[src/rtl/axi_lite_cfg_pkg.sv]
// Shared constants, state encodings and address decode for the AXI4-Lite
// configuration register block.
package axi_lite_cfg_pkg;

    localparam logic [4:0] REG_ID     = 5'h00;
    localparam logic [4:0] REG_CTRL   = 5'h04;
    localparam logic [4:0] REG_CFG    = 5'h08;
    localparam logic [4:0] REG_STATUS = 5'h0C;
    localparam logic [4:0] REG_ERRCNT = 5'h10;

    localparam logic [1:0] RESP_OKAY   = 2'b00;
    localparam logic [1:0] RESP_SLVERR = 2'b10;

    localparam int CTRL_SOFT_RST   = 0;
    localparam int CTRL_LB_MASTER  = 1;
    localparam int CTRL_ADDR_SWAP  = 2;
    localparam int CTRL_PAT_GEN    = 3;
    localparam int CTRL_PAT_CHK    = 4;
    localparam int CTRL_EN_DROP    = 5;
    localparam int CTRL_RST_ERROR  = 6;
    localparam int CTRL_RW_W       = 6;

    typedef enum logic {
        W_IDLE = 1'b0,
        W_RESP = 1'b1
    } w_state_e;

    typedef enum logic {
        R_IDLE = 1'b0,
        R_DATA = 1'b1
    } r_state_e;

    typedef enum logic [2:0] {
        SEL_ID     = 3'd0,
        SEL_CTRL   = 3'd1,
        SEL_CFG    = 3'd2,
        SEL_STATUS = 3'd3,
        SEL_ERRCNT = 3'd4,
        SEL_NONE   = 3'd7
    } reg_sel_e;

    // Byte offset to register select; addr[1:0] are ignored (word access only).
    function automatic reg_sel_e decode_reg(input logic [4:0] off);
        reg_sel_e sel;
        case ({off[4:2], 2'b00})
            REG_ID:     sel = SEL_ID;
            REG_CTRL:   sel = SEL_CTRL;
            REG_CFG:    sel = SEL_CFG;
            REG_STATUS: sel = SEL_STATUS;
            REG_ERRCNT: sel = SEL_ERRCNT;
            default:    sel = SEL_NONE;
        endcase
        return sel;
    endfunction

endpackage

[src/rtl/axi_lite_cfg_errcnt.sv]
// Packet-checker error tracking: sticky error flag (set beats clear) and a
// saturating 32-bit error counter (clear plus increment yields 1).
module axi_lite_cfg_errcnt
    import axi_lite_cfg_pkg::*;
(
    input  logic        clk,
    input  logic        rst,
    input  logic        err_pulse,
    input  logic        sticky_clr,
    input  logic        cnt_clr,
    output logic        sticky_err,
    output logic [31:0] err_count
);

    logic        sticky_err_r;
    logic [31:0] err_count_r;

    // Sticky flag: a new error in the same cycle as a clear keeps it set.
    always_ff @(posedge clk) begin
        if (rst) begin
            sticky_err_r <= 1'b0;
        end else if (err_pulse) begin
            sticky_err_r <= 1'b1;
        end else if (sticky_clr) begin
            sticky_err_r <= 1'b0;
        end
    end

    // Saturating error counter.
    always_ff @(posedge clk) begin
        if (rst) begin
            err_count_r <= 32'h0000_0000;
        end else if (cnt_clr) begin
            err_count_r <= err_pulse ? 32'h0000_0001 : 32'h0000_0000;
        end else if (err_pulse && (err_count_r != 32'hFFFF_FFFF)) begin
            err_count_r <= err_count_r + 32'h0000_0001;
        end
    end

    assign sticky_err = sticky_err_r;
    assign err_count  = err_count_r;

endmodule

[src/rtl/axi_lite_cfg_regs.sv]
// AXI4-Lite responder exposing example-design control/config registers and
// packet-checker status; independent write and read channel FSMs.
module axi_lite_cfg_regs
    import axi_lite_cfg_pkg::*;
#(
    parameter int          ADDR_W         = 18,
    parameter logic [31:0] ID_VALUE       = 32'h4C45_474F,
    parameter logic [1:0]  LINE_SPEED_RST = 2'b10
)
(
    input  logic              axi_lite_clk,
    input  logic              axi_lite_rst,
    input  logic [ADDR_W-1:0] s_axi_awaddr,
    input  logic              s_axi_awvalid,
    output logic              s_axi_awready,
    input  logic [31:0]       s_axi_wdata,
    input  logic              s_axi_wvalid,
    output logic              s_axi_wready,
    output logic [1:0]        s_axi_bresp,
    output logic              s_axi_bvalid,
    input  logic              s_axi_bready,
    input  logic [ADDR_W-1:0] s_axi_araddr,
    input  logic              s_axi_arvalid,
    output logic              s_axi_arready,
    output logic [31:0]       s_axi_rdata,
    output logic [1:0]        s_axi_rresp,
    output logic              s_axi_rvalid,
    input  logic              s_axi_rready,
    output logic              soft_rst,
    output logic              lb_master_slaven,
    output logic              slvlb_addr_swap,
    output logic              pat_gen_enable,
    output logic              pat_chk_enable,
    output logic              pat_chk_en_drop,
    output logic              pat_chk_rst_error,
    output logic [1:0]        line_speed,
    output logic [4:0]        pkt_types,
    input  logic              pkt_err_pulse,
    input  logic              activity
);

    w_state_e w_state_r, w_state_nxt_s;
    logic     aw_held_r, w_held_r, aw_held_nxt_s, w_held_nxt_s;
    reg_sel_e aw_sel_r, wr_sel_s;
    logic [12:0] wdata_r, wr_data_s;
    logic     aw_hs_s, w_hs_s, b_hs_s, wr_commit_s;
    logic     awready_r, wready_r, bvalid_r;
    logic [1:0] bresp_r;

    r_state_e r_state_r, r_state_nxt_s;
    logic     ar_hs_s, r_hs_s, arready_r, rvalid_r;
    logic [1:0]  rresp_r, rd_resp_s;
    logic [31:0] rdata_r, rd_data_s;

    logic [CTRL_RW_W-1:0] ctrl_r;
    logic        rst_error_r;
    logic [1:0]  line_speed_r;
    logic [4:0]  pkt_types_r;
    logic        sticky_clr_s, cnt_clr_s, sticky_err_s;
    logic [31:0] err_count_s;
    logic        unused_s;

    // Write channel: latch AW/W halves independently, commit when both held.
    always_comb begin
        aw_hs_s       = s_axi_awvalid && awready_r;
        w_hs_s        = s_axi_wvalid && wready_r;
        b_hs_s        = bvalid_r && s_axi_bready;
        wr_sel_s      = aw_held_r ? aw_sel_r : decode_reg(s_axi_awaddr[4:0]);
        wr_data_s     = w_held_r ? wdata_r : s_axi_wdata[12:0];
        wr_commit_s   = 1'b0;
        w_state_nxt_s = w_state_r;
        aw_held_nxt_s = aw_held_r || aw_hs_s;
        w_held_nxt_s  = w_held_r || w_hs_s;
        case (w_state_r)
            W_IDLE: begin
                if (aw_held_nxt_s && w_held_nxt_s) begin
                    wr_commit_s   = 1'b1;
                    w_state_nxt_s = W_RESP;
                    aw_held_nxt_s = 1'b0;
                    w_held_nxt_s  = 1'b0;
                end else begin
                    w_state_nxt_s = W_IDLE;
                end
            end
            W_RESP: begin
                if (b_hs_s) begin
                    w_state_nxt_s = W_IDLE;
                end else begin
                    w_state_nxt_s = W_RESP;
                end
            end
            default: begin
                w_state_nxt_s = W_IDLE;
                aw_held_nxt_s = 1'b0;
                w_held_nxt_s  = 1'b0;
            end
        endcase
    end

    // Write channel state, registered handshakes and B response.
    always_ff @(posedge axi_lite_clk) begin
        if (axi_lite_rst) begin
            w_state_r <= W_IDLE;
            aw_held_r <= 1'b0;
            w_held_r  <= 1'b0;
            aw_sel_r  <= SEL_NONE;
            wdata_r   <= 13'h0000;
            awready_r <= 1'b0;
            wready_r  <= 1'b0;
            bvalid_r  <= 1'b0;
            bresp_r   <= RESP_OKAY;
        end else begin
            w_state_r <= w_state_nxt_s;
            aw_held_r <= aw_held_nxt_s;
            w_held_r  <= w_held_nxt_s;
            awready_r <= (w_state_nxt_s == W_IDLE) && !aw_held_nxt_s;
            wready_r  <= (w_state_nxt_s == W_IDLE) && !w_held_nxt_s;
            if (aw_hs_s) begin
                aw_sel_r <= decode_reg(s_axi_awaddr[4:0]);
            end
            if (w_hs_s) begin
                wdata_r <= s_axi_wdata[12:0];
            end
            if (wr_commit_s) begin
                bvalid_r <= 1'b1;
                bresp_r  <= (wr_sel_s == SEL_NONE) ? RESP_SLVERR : RESP_OKAY;
            end else if (b_hs_s) begin
                bvalid_r <= 1'b0;
            end
        end
    end

    // Control/config registers; the rst_error bit is a single-cycle pulse.
    always_ff @(posedge axi_lite_clk) begin
        if (axi_lite_rst) begin
            ctrl_r       <= 6'h00;
            rst_error_r  <= 1'b0;
            line_speed_r <= LINE_SPEED_RST;
            pkt_types_r  <= 5'h00;
        end else begin
            rst_error_r <= 1'b0;
            if (wr_commit_s) begin
                case (wr_sel_s)
                    SEL_CTRL: begin
                        ctrl_r      <= wr_data_s[CTRL_RW_W-1:0];
                        rst_error_r <= wr_data_s[CTRL_RST_ERROR];
                    end
                    SEL_CFG: begin
                        line_speed_r <= wr_data_s[1:0];
                        pkt_types_r  <= wr_data_s[12:8];
                    end
                    default: begin
                    end
                endcase
            end
        end
    end

    assign sticky_clr_s = wr_commit_s && (wr_sel_s == SEL_STATUS) && wr_data_s[0];
    assign cnt_clr_s    = wr_commit_s && (wr_sel_s == SEL_ERRCNT);

    axi_lite_cfg_errcnt u_errcnt (
        .clk        (axi_lite_clk),
        .rst        (axi_lite_rst),
        .err_pulse  (pkt_err_pulse),
        .sticky_clr (sticky_clr_s),
        .cnt_clr    (cnt_clr_s),
        .sticky_err (sticky_err_s),
        .err_count  (err_count_s)
    );

    // Read mux samples current register state, so a same-cycle write is not seen.
    always_comb begin
        ar_hs_s       = s_axi_arvalid && arready_r;
        r_hs_s        = rvalid_r && s_axi_rready;
        rd_data_s     = 32'h0000_0000;
        rd_resp_s     = RESP_OKAY;
        r_state_nxt_s = r_state_r;
        case (decode_reg(s_axi_araddr[4:0]))
            SEL_ID:     rd_data_s = ID_VALUE;
            SEL_CTRL:   rd_data_s = {26'h0, ctrl_r};
            SEL_CFG:    rd_data_s = {19'h0, pkt_types_r, 6'h00, line_speed_r};
            SEL_STATUS: rd_data_s = {30'h0, activity, sticky_err_s};
            SEL_ERRCNT: rd_data_s = err_count_s;
            default:    rd_resp_s = RESP_SLVERR;
        endcase
        case (r_state_r)
            R_IDLE: begin
                if (ar_hs_s) begin
                    r_state_nxt_s = R_DATA;
                end else begin
                    r_state_nxt_s = R_IDLE;
                end
            end
            R_DATA: begin
                if (r_hs_s) begin
                    r_state_nxt_s = R_IDLE;
                end else begin
                    r_state_nxt_s = R_DATA;
                end
            end
            default: r_state_nxt_s = R_IDLE;
        endcase
    end

    // Read channel state and registered R response held until rready.
    always_ff @(posedge axi_lite_clk) begin
        if (axi_lite_rst) begin
            r_state_r <= R_IDLE;
            arready_r <= 1'b0;
            rvalid_r  <= 1'b0;
            rdata_r   <= 32'h0000_0000;
            rresp_r   <= RESP_OKAY;
        end else begin
            r_state_r <= r_state_nxt_s;
            arready_r <= (r_state_nxt_s == R_IDLE);
            if (ar_hs_s) begin
                rvalid_r <= 1'b1;
                rdata_r  <= rd_data_s;
                rresp_r  <= rd_resp_s;
            end else if (r_hs_s) begin
                rvalid_r <= 1'b0;
            end
        end
    end

    assign s_axi_awready     = awready_r;
    assign s_axi_wready      = wready_r;
    assign s_axi_bvalid      = bvalid_r;
    assign s_axi_bresp       = bresp_r;
    assign s_axi_arready     = arready_r;
    assign s_axi_rvalid      = rvalid_r;
    assign s_axi_rdata       = rdata_r;
    assign s_axi_rresp       = rresp_r;
    assign soft_rst          = ctrl_r[CTRL_SOFT_RST];
    assign lb_master_slaven  = ctrl_r[CTRL_LB_MASTER];
    assign slvlb_addr_swap   = ctrl_r[CTRL_ADDR_SWAP];
    assign pat_gen_enable    = ctrl_r[CTRL_PAT_GEN];
    assign pat_chk_enable    = ctrl_r[CTRL_PAT_CHK];
    assign pat_chk_en_drop   = ctrl_r[CTRL_EN_DROP];
    assign pat_chk_rst_error = rst_error_r;
    assign line_speed        = line_speed_r;
    assign pkt_types         = pkt_types_r;

    assign unused_s = ^{s_axi_awaddr[ADDR_W-1:5], s_axi_awaddr[1:0],
                        s_axi_araddr[ADDR_W-1:5], s_axi_araddr[1:0],
                        s_axi_wdata[31:13], wr_data_s[7]};

endmodule
[config.mk]
export PLATFORM = sky130hd
export DESIGN_NAME = axi_lite_cfg_regs
export DESIGN_NICKNAME = d
export VERILOG_FILES = /design/src/rtl/axi_lite_cfg_pkg.sv /design/src/rtl/axi_lite_cfg_errcnt.sv /design/src/rtl/axi_lite_cfg_regs.sv
export SDC_FILE = /design/constraint.sdc
export NUM_CORES = 1
export LEC_CHECK = 0
export ABC_AREA = 1
export CAP_MARGIN = 40
export CORE_MARGIN = 3
export CORE_UTILIZATION = 30
export CTS_CLUSTER_DIAMETER = 120
export DETAILED_ROUTE_END_ITERATION = 12
export PLACE_DENSITY = 0.51
export SLEW_MARGIN = 40
export SYNTH_ARGS = -nofsm -noshare
export SYNTH_HDL_FRONTEND = slang
export SYNTH_SLANG_ARGS = --single-unit
[constraint.sdc]
create_clock -name axi_lite_clk -period 2.09 [get_ports axi_lite_clk]
set_clock_uncertainty 0.05 [all_clocks]
set_input_delay 0.418 -clock axi_lite_clk [delete_from_list [all_inputs] [get_ports axi_lite_clk]]
set_output_delay 0.418 -clock axi_lite_clk [all_outputs]
set_load 0.05 [all_outputs]
# Word-level counts from Yosys, hierarchy flattened
# Cells that the tools add are included.
[word_totals] latchBits=0 regBits=108 n_memories=0 word_cells=99 rom_bits=0 mem_bits_rw=0
[op_classes] shifts=0 add_sub_neg=1 bitwise=6 mux=27 magnitude_cmp=0 div=0 reduce_logical=27 n_eq_ne=18 mul=0
[op_table] operator="$pmux W32 S5" n=1
[op_table] operator="$mux W32" n=2
[op_table] operator="$add A32 B1 Y32 const B" n=1
[op_table] operator="$ne A32 B32 Y1 const B" n=1
[op_table] operator="$pmux W3 S5" n=2
[op_table] operator="$eq A3 B2 Y1 const B" n=8
[op_table] operator="$mux W1" n=16
[op_table] operator="$eq A3 B3 Y1 const B" n=5
[op_table] operator="$mux W13" n=1
[op_table] operator="$eq A3 B1 Y1 const B" n=4
[op_table] operator="$logic_and A1 B1 Y1" n=12
[op_table] operator="$logic_not A3 Y1" n=3
[op_table] operator="$reduce_bool A2 Y1" n=4
[op_table] operator="$not A1 Y1" n=6
[op_table] operator="$reduce_or A5 Y1" n=1
[op_table] operator="$mux W2" n=2
[op_table] operator="$pmux W1 S2" n=2
[op_table] operator="$reduce_and A2 Y1" n=2
[op_table] operator="$mux W3" n=1
[op_table] operator="$reduce_or A3 Y1" n=1
[op_table] operator="$logic_not A1 Y1" n=2
[op_table] operator="$logic_or A1 B1 Y1" n=2

# Depth between registers and ports, before layout
# Gate-level depths: netlist of the first run.
[logic_depth] depth_word=9 ltp_mapped=13 depth_no_buf=12

# Hierarchy
# From an unflattened synthesis of the first run, not the netlist that was laid out.
[hier_totals] hier_cells=761 area_unflattened_um2=5144.9
[by_module_without_submodules] mod="axi_lite_cfg_regs" area_each_um2=3110.5 instances=1 cells_per_inst=431 seq_area_each_um2=1441.4
[by_module_without_submodules] mod="axi_lite_cfg_errcnt" area_each_um2=2034.5 instances=1 cells_per_inst=330 seq_area_each_um2=660.6

# Least setup slack after synthesis of the first run
# No wires, ideal clock.
[synth_path] path_type="flip-flop to flip-flop" from="reg wready_r (netlist: s_axi_wready)" to="reg pkt_types_r[2] (netlist: pkt_types[2])" path_stages_with_launch=9 required_ns=1.921 path_buffers=1 t_arrival_ns=1.700 path_slack_ns=0.220 period_less_slack_ns=1.870 setup_ns=0.119 cell_sequence="dfxtp_1 nand2_1 nand2_2 nand3_2 nor2_1 nand4_1 buf_2 o21ai_0 a21oi_1"
[synth_via] elab_chain_len=6
[synth_rtl] element="start: declaration" line="axi_lite_cfg_regs.sv:47" rtl="logic awready_r, wready_r, bvalid_r;"
[synth_rtl] element="start signal: assignment" line="axi_lite_cfg_regs.sv:117" rtl="wready_r <= (w_state_nxt_s == W_IDLE) && !w_held_nxt_s;"
[synth_rtl] element="$logic_and A1 B1 Y1" line="axi_lite_cfg_regs.sv:66" rtl="w_hs_s = s_axi_wvalid && wready_r;"
[synth_rtl] element="$logic_or A1 B1 Y1" line="axi_lite_cfg_regs.sv:73" rtl="w_held_nxt_s = w_held_r || w_hs_s;"
[synth_rtl] element="$logic_and A1 B1 Y1" line="axi_lite_cfg_regs.sv:76" rtl="if (aw_held_nxt_s && w_held_nxt_s) begin"
[synth_rtl] element="$mux W1" line="axi_lite_cfg_regs.sv:76"
[synth_rtl] element="$mux W1" line="axi_lite_cfg_regs.sv:74" rtl="case (w_state_r)"
[synth_rtl] element="$reduce_and A2 Y1 (no line)"
[synth_rtl] element="end signal: assignment" line="axi_lite_cfg_regs.sv:150" rtl="pkt_types_r <= wr_data_s[12:8];"
[synth_rtl] element="end: declaration" line="axi_lite_cfg_regs.sv:58" rtl="logic [4:0] pkt_types_r;"
# Every way passes these cells.
# A chain may end at the register's enable or synchronous reset.

# Worst setup path after layout of the first run
[layout_path] from="reg line_speed_r[0] (netlist: line_speed[0])" to="out line_speed[0]"
[layout_lines] element="start: declaration" line="axi_lite_cfg_regs.sv:57" rtl="logic [1:0] line_speed_r;"
[layout_lines] element="start signal: assignment" line="axi_lite_cfg_regs.sv:149" rtl="line_speed_r <= wr_data_s[1:0];"
[layout_lines] element="end: declaration" line="axi_lite_cfg_regs.sv:36" rtl="output logic [1:0] line_speed,"
# No word-level cell between the ends.

==> impl_metrics.csv, run 1 <==
group,metric,value,unit
clock_tree,clk_latency,0.36,ns
global_routing,grt_pass1_vias,4705,
yosys,syn_area,4932,um^2
worst_setup_path,critPathCaptureType,"output pin",
drt,dr.pass1.iters,4,
drt,vias_per_cell,4.584,
global_routing,antenna_found_initial,0,
yosys,ys_ff_latch,105,
timing,slew_violations,0,
worst_setup_path,path_delay_family,"buffers and inverters",
final_layout,final_cell_mix,"196 x nand2_1, 105 x dfxtp_1, 95 x inv_1, 87 x nor2_1, 76 x a21oi_1",
clock_tree,cts-root-buf,"clkbuf_16",
worst_setup_path,crit_buf_inv,1,
clock_tree,cts_tree,"done",
run_status,outcome,"complete, no violations",
floorplanning,die_w,134.2,um
min_path,worstHoldPathType,"register to register",
yosys,yosys_warnings,0,
worst_setup_path,worst-path-max-fanout,3,
timing,setup_viol,0,
clock_tree,htree_levels,3,
global_routing,grt_first_pass_wirelength,22270,um
yosys,ys_async_sr_fraction,0,%
yosys,synth_top_area_share,42.62,%
worst_setup_path,crit_slowest_cell,"clkdlybuf4s50_1",
clock_tree,clock-sinks,105,
place,hpwl,10020,um
global_routing,grt_usage,15.23,%
final_layout,drive_gt1_share,10.16,%
timing,finalHoldViolations,0,
yosys,ys_types,34,
worst_setup_path,cp.required,1.62,ns
global_routing,grt_start_max_net_pins,51,
drt,vias,4827,
place,gp_congestion,0.8595,
timing,relSlewSlack,50.56,%
power,leakagePower,2.566,nW
timing,rsz0062_at_grt,"no",
worst_setup_path,setup.worst_path.class,"register to output pin",
clock_tree,post_cts_buffers,0,
yosys,synth.area.top_cells,"dfxtp_1 43%, nand2_1 15%, a21oi_1 7.7%, inv_1 7.2%, nor2_1 6.6%",
clock_tree,cts.repair.resized,0,
worst_setup_path,arrival,1.58,ns
place,dp_cells,1037,
drt,wl,13360,um
final_layout,instances_no_fill,1053,
yosys,postSynthCellCount,737,
final_layout,syn2layout_area_growth,30.31,%
floorplanning,die_area,18020,um^2
final_layout,final_common_cell,"nand2_1",
clock_tree,cts_buffers,9,
drt,antenna_left,0,
final_layout,layout.area.seq,2102,um^2
final_layout,diodes,0,
timing,min_period_over_period,98.16,%
clock_tree,clk_pin_slew_worst_paths,0.08,ns
drt,drtIter0Drc,207,
drt,wl_per_cell,12.68,um
floorplanning,start_util,30.83,%
timing,holdWs,0.4131,ns
worst_setup_path,slowest_delay,0.83,ns
yosys,avgSynthCellArea,6.692,um^2
final_layout,fill_cells,1716,
final_layout,finalNetCount,910,
final_layout,multi_input_area,2344,um^2
power,ir_drop,0.3752,mV
yosys,yosys.area.top_type,"dfxtp_1",
timing,layout_min_cycle_time,2.051,ns
power,powerDensity,711.9,nW/um^2
yosys,synth_edf_count,0,
global_routing,gr-total-overflow,0,
floorplanning,rows,46,
clock_tree,clockBufferDepth,2,
yosys,ys_seq_area_share,42.62,%
worst_setup_path,worst_setup_path_start_kind,"register",
timing,fmaxAchievable,487.5,MHz
drt,drc,0,
floorplanning,die_height,134.2,um
place,io_buffers,79,
flow_run,maxCapViolations,0,
timing,tightest_slew,0.7408,ns
clock_tree,hold_buffers,0,
floorplanning,core_area,16000,um^2
floorplanning,io_pins,132,
yosys,synth_top_flop_cell,"dfxtp_1",
worst_setup_path,path_cells,"clkdlybuf4s50_1",
[metrics by stage]
step | cell area, um^2 | util (%) | setup slack (ns) | TNS (ns) | power, W
finish | 6427 | 40.17 | 0.03853 | 0 | 0.004576
global route | 6427 | 40.17 | 0.003515 | 0 | 0.004775
CTS | 6427 | 40.17 | 0.03183 | 0 | 0.004640
detailed placement | 6093 | 38.08 | -0.05237 | -0.3592 | 0.002726
global placement | 6093 | 38.08 | 0.003656 | 0 | 0.002710
floorplan | 4936 | - | 0.2202 | 0 | 0.002499
[registers in the layout, indices dropped and copies added (netlist names), 2 cells and up]
signal	flops
pkt_types	5
line_speed	2
s_axi_rdata	32
wdata_r	12
aw_sel_r	3
ctrl_r	6
u_errcnt.err_count	32
[area by class of cell]
class	count	area share, %
clock buffer	9	3.504
clock inverter	7	1.694
inverter	97	5.665
multi-input combinational	509	36.46
sequential	105	32.70
tap	216	4.205
timing repair buffer	110	15.77
[kinds of logic after synthesis]
kind of cell    count (synthesis)  synth area share, %
simple gates                  353                30.47
compound gates                152                16.46
buf+inv                       124                9.944
flops                         105                42.62
xor+xnor                        1               0.1776
fa+ha+maj                       1               0.2536
other cells                     1              0.07603
[cell usage after synthesis, drive strengths merged (2+ instances only)]
cell,n
a21oi,78
buf,9
clkbuf,18
dfxtp,105
inv,97
nand2,208
nand3,27
nand3b,2
nand4,12
nor2,94
nor3,9
o2111ai,2
o21ai,61
o221ai,5
o22ai,3
[where the power goes]
part / switching (W) / internal [W] / leakage [nW]
Clock: 0.000822 / 0.00108 / 0.164
Combinational: 0.000360 / 0.000205 / 1.55
Sequential: 0.0000398 / 0.00207 / 0.851
[per-layer routing]
layer | GRT usage, % | wire length (um)
met5 | 0 | 0
met4 | 4.751 | 226
met3 | 3.413 | 621
met2 | 26.20 | 6383
met1 | 18.99 | 6125
[final timing paths]
kind	end	depth (start not counted)	from	slack (ns)
max	line_speed[0]	1	line_speed[0]$_SDFFE_PP0P_	0.04
max reg2reg	u_errcnt.err_count[0]$_SDFFE_PP0P_	10	u_errcnt.err_count[0]$_SDFFE_PP0P_	0.27
min reg2reg	s_axi_rdata[21]$_SDFFE_PP0P_	2	s_axi_rdata[21]$_SDFFE_PP0P_	0.41
min	s_axi_rdata[21]$_SDFFE_PP0P_	2	s_axi_rdata[21]$_SDFFE_PP0P_	0.41
(Power assumes the default switching activity.)
==> inputs of run 2 (changes only) <==
--- a/config.mk
+++ b/config.mk
@@ -11,6 +11,7 @@
 export CORE_UTILIZATION = 30
 export CTS_CLUSTER_DIAMETER = 120
 export DETAILED_ROUTE_END_ITERATION = 12
+export GPL_ROUTABILITY_DRIVEN = 0
 export PLACE_DENSITY = 0.51
 export SLEW_MARGIN = 40
 export SYNTH_ARGS = -nofsm -noshare
==> results of run 2 <==
The final DEF is identical to that of run 1; final timing and power are the same.
==> inputs of run 3 (changes only) <==
--- a/config.mk
+++ b/config.mk
@@ -12,6 +12,7 @@
 export CTS_CLUSTER_DIAMETER = 120
 export DETAILED_ROUTE_END_ITERATION = 12
 export GPL_ROUTABILITY_DRIVEN = 0
+export HOLD_SLACK_MARGIN = 0.05
 export PLACE_DENSITY = 0.51
 export SLEW_MARGIN = 40
 export SYNTH_ARGS = -nofsm -noshare
==> results of run 3 <==
The final DEF is identical to that of run 1; final timing and power are the same.
